==> src/rtl/my_progloader.sv <==
// Program loader: length-prefixed byte stream -> instruction memory writes, holds the CPU until loaded.
// Define MY_PROGLOADER_CHKSUM_EN to require a trailing zero-sum checksum byte after the image.
module my_progloader #(
  parameter int MEM_BYTES = 64,
  parameter int ADDR_W    = 6
) (
  input  logic              CK,
  input  logic              RST_N,
  input  logic              START,
  input  logic              IN_VALID,
  input  logic [7:0]        IN_DATA,
  output logic              IN_READY,
  output logic              WE,
  output logic [ADDR_W-1:0] WADDR,
  output logic [7:0]        WDATA,
  output logic              BUSY,
  output logic              CPU_RUN,
  output logic              ERR
);

`ifdef MY_PROGLOADER_CHKSUM_EN
  typedef enum logic [2:0] {ST_IDLE, ST_LEN, ST_DATA, ST_CHK, ST_DONE, ST_FAIL} state_t;
`else
  typedef enum logic [2:0] {ST_IDLE, ST_LEN, ST_DATA, ST_DONE, ST_FAIL} state_t;
`endif

  localparam logic [7:0] MAX_LEN = 8'(MEM_BYTES);

  state_t            state, state_next;
  logic [7:0]        remaining;
  logic [ADDR_W-1:0] next_addr;
  logic              len_bad;

  assign len_bad = (IN_DATA == 8'd0) || IN_DATA[0] || (IN_DATA > MAX_LEN);

`ifdef MY_PROGLOADER_CHKSUM_EN
  logic [7:0] sum;
  logic [7:0] sum_total;
  assign sum_total = sum + IN_DATA;
`endif

  always_ff @(posedge CK or negedge RST_N) begin
    if (!RST_N) state <= ST_IDLE;
    else        state <= state_next;
  end

  // Handshake and status outputs decode the registered state only.
  always_comb begin
    state_next = state;
    IN_READY   = 1'b0;
    BUSY       = 1'b0;
    CPU_RUN    = 1'b0;
    ERR        = 1'b0;
    case (state)
      ST_IDLE: if (START) state_next = ST_LEN;
      ST_LEN: begin
        IN_READY = 1'b1;
        BUSY     = 1'b1;
        if (IN_VALID) state_next = len_bad ? ST_FAIL : ST_DATA;
      end
      ST_DATA: begin
        IN_READY = 1'b1;
        BUSY     = 1'b1;
        if (IN_VALID && remaining == 8'd1) begin
`ifdef MY_PROGLOADER_CHKSUM_EN
          state_next = ST_CHK;
`else
          state_next = ST_DONE;
`endif
        end
      end
`ifdef MY_PROGLOADER_CHKSUM_EN
      ST_CHK: begin
        IN_READY = 1'b1;
        BUSY     = 1'b1;
        if (IN_VALID) state_next = (sum_total == 8'd0) ? ST_DONE : ST_FAIL;
      end
`endif
      ST_DONE: begin
        CPU_RUN = 1'b1;
        if (START) state_next = ST_LEN;
      end
      ST_FAIL: begin
        ERR = 1'b1;
        if (START) state_next = ST_LEN;
      end
      default: state_next = ST_IDLE;
    endcase
  end

  // Write port is registered: a byte accepted at edge E is presented during E..E+1.
  always_ff @(posedge CK or negedge RST_N) begin
    if (!RST_N) begin
      remaining <= '0;
      next_addr <= '0;
      WE        <= 1'b0;
      WADDR     <= '0;
      WDATA     <= '0;
`ifdef MY_PROGLOADER_CHKSUM_EN
      sum       <= '0;
`endif
    end else begin
      WE <= 1'b0;
      if (state == ST_LEN) begin
`ifdef MY_PROGLOADER_CHKSUM_EN
        sum <= '0;
`endif
        if (IN_VALID) begin
          remaining <= IN_DATA;
          next_addr <= '0;
        end
      end
      if (state == ST_DATA && IN_VALID) begin
        WE        <= 1'b1;
        WADDR     <= next_addr;
        WDATA     <= IN_DATA;
        next_addr <= next_addr + ADDR_W'(1);
        remaining <= remaining - 8'd1;
`ifdef MY_PROGLOADER_CHKSUM_EN
        sum       <= sum + IN_DATA;
`endif
      end
    end
  end

endmodule

==> config.mk <==
export PLATFORM = sky130hd
export DESIGN_NAME = my_progloader
export DESIGN_NICKNAME = d
export VERILOG_FILES = /design/src/rtl/my_progloader.sv
export SDC_FILE = /design/constraint.sdc
export NUM_CORES = 1
export LEC_CHECK = 0
export ABC_AREA = 1
export CORE_ASPECT_RATIO = 0.9
export CORE_MARGIN = 4
export CORE_UTILIZATION = 30
export CTS_CLUSTER_DIAMETER = 100
export CTS_CLUSTER_SIZE = 40
export DETAILED_ROUTE_END_ITERATION = 12
export MAX_ROUTING_LAYER = met4
export RECOVER_POWER = 25
export SLEW_MARGIN = 20
export SYNTH_ARGS = -nofsm -noshare
export SYNTH_HDL_FRONTEND = slang
export SYNTH_SLANG_ARGS = --single-unit
==> constraint.sdc <==
create_clock -name CK -period 4.42 [get_ports CK]
set_clock_uncertainty 0.15 [all_clocks]
set_input_delay 0.884 -clock CK [delete_from_list [all_inputs] [get_ports CK]]
set_output_delay 0.884 -clock CK [all_outputs]
set_load 0.02 [all_outputs]
### Yosys cells after proc, flatten, opt, wreduce, memory -nomap -nowiden

Index checks and enable logic that the tools add are counted.

| storage, ports and cells | value |
|---|---|
| bits in latches | 0 |
| logic and storage cells | 44 |
| output and inout port bits | 19 |
| bits in writable memories | 0 |
| register bits | 32 |
| memories kept | 0 |
| memory bits (read-only) | 0 |
| bits of input ports | 12 |

| cells by class | value |
|---|---|
| multiplexer cells | 15 |
| add/subtract/negate cells | 2 |
| shift-type cells | 0 |
| reductions and logical operators | 12 |
| div/mod/pow operators | 0 |
| magnitude comparators | 1 |
| eq/ne operators | 8 |
| multipliers | 0 |
| bitwise gates (word level) | 0 |

Operators by type and width:

| operator | number |
|---|---|
| $mux W8 | 3 |
| $mux W6 | 3 |
| $mux W3 | 4 |
| $pmux W3 S3 | 1 |
| $eq A8 B1 Y1 const B | 1 |
| $gt A8 B7 Y1 const B | 1 |
| $logic_not A8 Y1 | 1 |
| $sub A8 B1 Y8 const B | 1 |
| $add A6 B1 Y6 const B | 1 |
| $eq A3 B2 Y1 const B | 2 |
| $mux W1 | 4 |
| $ne A2 B2 Y1 const B | 2 |
| $reduce_bool A2 Y1 | 2 |
| $eq A3 B1 Y1 const B | 1 |
| $eq A3 B3 Y1 const B | 1 |
| $logic_not A3 Y1 | 1 |
| $reduce_and A3 Y1 | 1 |
| $reduce_or A3 Y1 | 1 |
| $logic_and A1 B1 Y1 | 2 |
| $logic_or A1 B1 Y1 | 2 |
| $ne A2 B1 Y1 const B | 1 |
| $reduce_and A2 Y1 | 1 |
| $reduce_or A2 Y1 | 1 |

### Depth between registers and ports, before layout

Gate-level depths: netlist of run 1.

| logic depth | value |
|---|---|
| word-level depth | 6 |
| depth in mapped cells | 9 |
| gate-level depth less buffers | 8 |

### Worst setup path before layout of run 1

OpenSTA, ideal clock, no wires.

| timing | value |
|---|---|
| path type | reg-to-output |
| start point | register state[2] |
| end point | output IN_READY |
| slack | 2.439 ns |
| path buffers | 1 |
| data required time | 3.386 ns |
| data arrival time | 0.947 ns |
| stages on the path, launching flop included | 5 |
| path through | dfrtp_1 -> inv_1 -> nand3_4 -> nand2_4 -> buf_4 |

| on the way | value |
|---|---|
| longest elaborated chain between the ends | 3 |
| elaborated cells on any way between the ends | 4 |
| those cells by class | 2 x eq/ne; 1 x mux; 1 x reduce/logical |

RTL lines:

| element | RTL line | text |
|---|---|---|
| from (decl) | 29 | `state_t state, state_next;` |
| from (signal assigned) | 44 | `else state <= state_next;` |
| $eq A3 B1 Y1 / $eq A3 B2 Y1 (equally long branches) | -- |  |
| $reduce_or A2 Y1 (no source line) * | -- |  |
| $mux W1 * | -- |  |
| to (decl) | 12 | `output logic IN_READY,` |

Mark *: on every way between the ends. The rest lies on a longest branch, timed or not.

### Worst setup path after layout of run 1

| timing | value |
|---|---|
| start point | register state[2] |
| end point | output IN_READY |

| on the way | value |
|---|---|
| longest elaborated chain between the ends | 3 |
| elaborated cells on any way between the ends | 4 |
| those cells by class | 2 x eq/ne; 1 x mux; 1 x reduce/logical |

RTL lines:

| element | RTL line | text |
|---|---|---|
| $eq A3 B1 Y1 / $eq A3 B2 Y1 (equally long branches) | 54 | `case (state)` |
| $reduce_or A2 Y1 (no source line) * | -- |  |
| $mux W1 * | 54 |  |

Marked as above.

==> flow_summary.ini, run 1 <==
[cts]
cts_hold_buffers = 0
cts_tree = built
cts.root.buffer_cell = clkbuf_8
cts_setup_buffers = 0
clk_latency_ns = 0.29
ctsLongestPathBuffers = 2
cts_buffers = 5
cts.sinks = 32
cts_resized = 0
htree_levels = 2
path_clk_slew_ns = 0.07

[routing]
first_pass_iters = 4
wl_per_cell_um = 12.0
via_per_inst = 4.57
vias = 1389
route.detailed.drc = 0
wl_mm = 3.65
ant_nets = 0
drt_iter0_markers = 150

[sta]
fin_crit_sh_pct = 62.9
worst_pin_slew_ns = 1.72
tns_ns = 0
setup_violations = 0
grt_setup_unrepaired = no
slew_headroom_pct = -14.7
hold_violations = 0
maxSlewViolCount = 33
period_needed_ns = 2.78
fmax_ghz = 0.359

[finish]
area_growth_pct = 25.4
mostFrequentLayoutCells = nand2_1 (65), dfrtp_1 (32), clkdlybuf4s50_1 (29), inv_1 (19), nor2_1 (18)
final_common_cell = nand2_1
finalNonFillerCells = 304
num_antenna_cells = 0
fill_cells = 570
drive_gt1_share_pct = 7.59
nNetsFinal = 251

[pwr]
power_leakage_nw = 0.981
irDropWorstVdd_uv = 371
powerDensity_nw_per_um2 = 646

[die]
rows = 25
coreArea_um2 = 5320
die_w_um = 86.4
die_h_um = 78.5
die_area_um2 = 6780
io_pins = 31
initial_core_util_pct = 31.2

[grt]
first_global_vias = 1348
grt_start_max_net_pins = 33
antenna_found_initial = 0
grt_overflow_total = 0
grt.total_usage_pct = 11.9
grt_pass1_wl_mm = 6.24

[synth]
synth_seq_area_share_pct = 48.3
yosysTopAreaCell = dfrtp_1
synth_top_area_share_pct = 48.3
avgSynthCellArea_um2 = 8.13
syn-instance-count = 204
synthTopCellsByArea = dfrtp_1 (48%), nand2_1 (15%), nand3_1 (4.5%), inv_1 (4.3%), nor2_1 (4.1%)
yosysWarnings = 0
syn_area_um2 = 1660
synth_nets = 219
synthDistinctLibCells = 24
ys_ff_latch = 32

[status]
violations = capacitance limit, slew limit
outcome = complete, but fails checks

[setup_path]
crit_type = reg2out
worstPathRequired_ns = 3.39
cp_max_fo = 9
crit_arrival_ns = 1.75
endpoint_kind = output port
critPathLaunchType = flip-flop

[hold_path]
hold_path.class = reg2reg

[placement]
portBuffers = 30
hpwl_mm = 2.64
dp_cells = 296
routabilityCongestion = 0.809

[job]
maxCapViolations = 1
[through the flow]
stage	power [W]	cell area (um^2)	hold WS (ns)	setup slack, ns	util, %
after CTS	0.00137	2080	0.327	1.61	39.2
final	0.00134	2080	0.324	1.64	39.1
after global routing	0.00146	2080	0.354	1.24	39.1
after global placement	0.00113	2000	0.310	1.68	37.5
after detailed placement	0.00114	2000	0.312	1.65	37.5
after floorplan	0.000909	1660	0.309	2.44	-
[worst paths after layout]
path                           from            to  slack [ns]  depth (start not counted)
setup / recovery           state[2]      IN_READY        1.64                          4
max in group asynchronous     RST_N      WDATA[6]        1.69                          2
min in group asynchronous     RST_N      WADDR[0]        1.43                          2
hold reg to reg            WDATA[0]      WDATA[0]        0.32                          2
setup reg to reg           state[2]  remaining[4]        2.38                          7
hold / removal             WDATA[0]      WDATA[0]        0.32                          2
[area by class of cell]
cell class,count,area [um^2],share of cell area (%)
flip-flops and latches,32,801,38.5
multi-input cells,144,721,34.7
repair buffers,31,304,14.6
well taps,67,83.8,4.03
inverters,22,82.6,3.97
clock buffers,5,68.8,3.31
clock inverters,3,18.8,0.903
[metal layers]
metal / routed length [um] / GRT usage (%)
met1: 1740 / 15.5
met2: 1630 / 17.7
met3: 238 / 3.36
met4: 42 / 4.21
met5: 0 / -
[kinds of logic (layout without fill, tap and decap cells)]
family / Yosys count / count (layout) / synth area share [%]
adder cells (fa/ha/maj): 3 / 3 / 2.26
XOR/XNOR: 7 / 7 / 3.70
flip-flops: 32 / 32 / 48.3
AND/OR/NAND/NOR: 105 / 105 / 27.8
buffers and inverters: 28 / 61 / 8.23
AO/OA/AOI/OAI: 29 / 29 / 9.74
[state kept, by name, indices dropped and copies added (netlist names)]
register / flops
remaining: 8
next_addr: 6
WDATA: 8
state: 3
WE: 1
WADDR: 6
[where the power goes]
group | total, W | switching [W] | internal (W)
Combinational | 0.000643 | 0.000378 | 0.000266
Sequential | 0.000478 | 0.0000770 | 0.000401
Clock | 0.000222 | 0.000113 | 0.000110
Total | 0.00134 | 0.000568 | 0.000776
[synthesized netlist by cell type]
cell and number:
o22ai_1 2, nand3_2 1, inv_2 3, o21ai_1 9, o21ai_0 11, nand2_1 65, o21ai_2 1, o22ai_2 1
a21oi_1 4, dfrtp_1 32, xor2_1 5, inv_1 19, xnor2_1 2, nand4_1 2, nand2_4 2, buf_2 1
buf_4 2, nor2_4 1, buf_6 3, nand3_1 15, o211ai_1 1, ha_1 3, nor2_1 18, nand3_4 1
[critical path, stage by stage (launching register included)]
cell and delay (ns):
dfrtp_1 0.39, inv_1 0.16, nand3_4 0.18, nand2_4 0.13
clkdlybuf4s50_1 0.61
No activity file was read; power rests on OpenSTA's default activity.
==> run 2, diff against run 1 <==
==> constraint.sdc (replaced) <==
create_clock -name CK -period 2.9 [get_ports CK]
set_clock_uncertainty 0.15 [all_clocks]
set_input_delay 0.58 -clock CK [delete_from_list [all_inputs] [get_ports CK]]
set_output_delay 0.58 -clock CK [all_outputs]
set_load 0.02 [all_outputs]
==> run 2 against run 1 <==
The run now ends clean. Total power is 59% higher. Via count is 0.65% lower. First-iteration DRC count is 65% lower. Register-to-register slack worse by 1.4 ns. Design area is 1.5% higher. Flip-flop and latch count stayed put. Wire length is 0.30% higher. Cell count is 0.33% higher. Count of clock-buffer cells in the layout is 1 higher. Combinational power is 53% higher. Global-route usage hardly changed. Largest cell class unchanged.
==> flow_summary.ini, run 2 (synthesis results as in run 1) <==
[status]
outcome = completed

[routing]
maxUsedRoutingLayer = met4
wl_met2_mm = 1.65
wl_per_cell_um = 12.0
wl_mm = 3.66
wl_met3_um = 202
vias = 1380
drt_iter0_markers = 53
route.detailed.drc = 0
wl_met1_mm = 1.80
ant_nets = 0
first_pass_iters = 4
via_per_inst = 4.52

[placement]
routabilityCongestion = 0.811
hpwl_mm = 2.73
portBuffers = 30

[sta]
fmax_ghz = 0.407
slew_headroom_pct = 55.8
hold_violations = 0
worst_pin_slew_ns = 0.661
setup_violations = 0
grt_setup_unrepaired = no
period_needed_ns = 2.46
maxSlewViolCount = 0
fin_crit_sh_pct = 84.8
tns_ns = 0

[cts]
cts_tree = built
ctsLongestPathBuffers = 2
path_clk_slew_ns = 0.07
htree_levels = 2
cts_resized = 0
cts_setup_buffers = 0
cts.sinks = 32
cts_buffers = 5
cts.root.buffer_cell = clkbuf_8
cts_hold_buffers = 0
clk_latency_ns = 0.28

[grt]
grt_overflow_total = 0
grt_start_max_net_pins = 33
antenna_found_initial = 0
first_global_vias = 1334
grt_pass1_wl_mm = 6.33
grt.total_usage_pct = 11.9

[hold_path]
hold_depth = 2
hold_path_end = WDATA[5]
hold_start = WDATA[5]
hold_path.class = reg2reg

[die]
die_w_um = 86.4
die_h_um = 78.5
die_area_um2 = 6780
rows = 25
io_pins = 31
initial_core_util_pct = 31.2
coreArea_um2 = 5320

[pwr]
powerDensity_nw_per_um2 = 1010
power_w = 0.00214
irDropWorstVdd_uv = 551
power_leakage_nw = 0.996

[finish]
fin_util_pct = 39.7
mostFrequentLayoutCells = nand2_1 (65), dfrtp_1 (32), clkdlybuf4s50_1 (29), inv_1 (19), nor2_1 (18)
drive_gt1_share_pct = 7.98
area_growth_pct = 27.3
num_antenna_cells = 0
reg_top3 = WDATA (8), remaining (8)
nNetsFinal = 252
final_common_cell = nand2_1

[job]
maxCapViolations = 0

[setup_path]
ff2ff_setup_slack_ns = 0.98
crit_arrival_ns = 1.73
ff2ff_path_depth = 7
crit_type = reg2out
endpoint_kind = output port
worstPathRequired_ns = 2.17
reg2reg_from = state[2]
cp_max_fo = 9
r2r_end = WADDR[2]
critPathLaunchType = flip-flop
[run 2: worst max path at each step]
stage | from | end | slack (ns)
after floorplan | state[2] | IN_READY | 1.22
after global placement | IN_VALID | WADDR[2] | 0.59
after detailed placement | IN_VALID | WADDR[2] | 0.59
after CTS | state[2] | BUSY | 0.43
after global routing | state[2] | BUSY | 0.32
final | state[2] | BUSY | 0.44
[run 2: final cells by class]
| cell class | instances | area, um^2 |
|---|---|---|
| Clock buffer | 6 | 72.6 |
| Inverter | 22 | 82.6 |
| Clock inverter | 2 | 35.0 |
| Multi-Input combinational cell | 144 | 721 |
| Timing Repair Buffer | 32 | 315 |
| Tap cell | 67 | 83.8 |
| Fill cell | 574 | 3210 |
| Sequential cell | 32 | 801 |
[run 2: where the power goes]
group          total (W)  switching (W)  internal, W  leakage (nW)
logic           0.000982       0.000574     0.000408         0.520
clock network   0.000421       0.000166     0.000255        0.0552
registers       0.000732       0.000121     0.000611         0.420
total            0.00214       0.000861      0.00127         0.996
[run 2: per-layer routing]
| layer | vias to the layer above | global-route usage (%) |
|---|---|---|
| met5 | - | - |
| met3 | 2 | 3.25 |
| met4 | 0 | 1.87 |
| li1 | 711 | - |
| met2 | 33 | 18.9 |
| met1 | 634 | 15.6 |
[run 2: stage by stage]
step	cells	hold slack, ns	worst slack, ns	cell area [um^2]
2_1_floorplan	204	0.134	1.22	1660
3_3_place_gp	297	0.311	0.587	2000
3_5_place_dp	297	0.312	0.588	2000
4_1_cts	305	0.328	0.428	2110
5_1_grt	305	0.350	0.323	2110
6_report	305	0.326	0.440	2110
[run 2: critical path, cell delays in order (launching register included)]
cell,delay (ns)
dfrtp_1,0.38
inv_1,0.16
nand3_4,0.18
nand2_4,0.13
clkdlybuf4s50_1,0.61
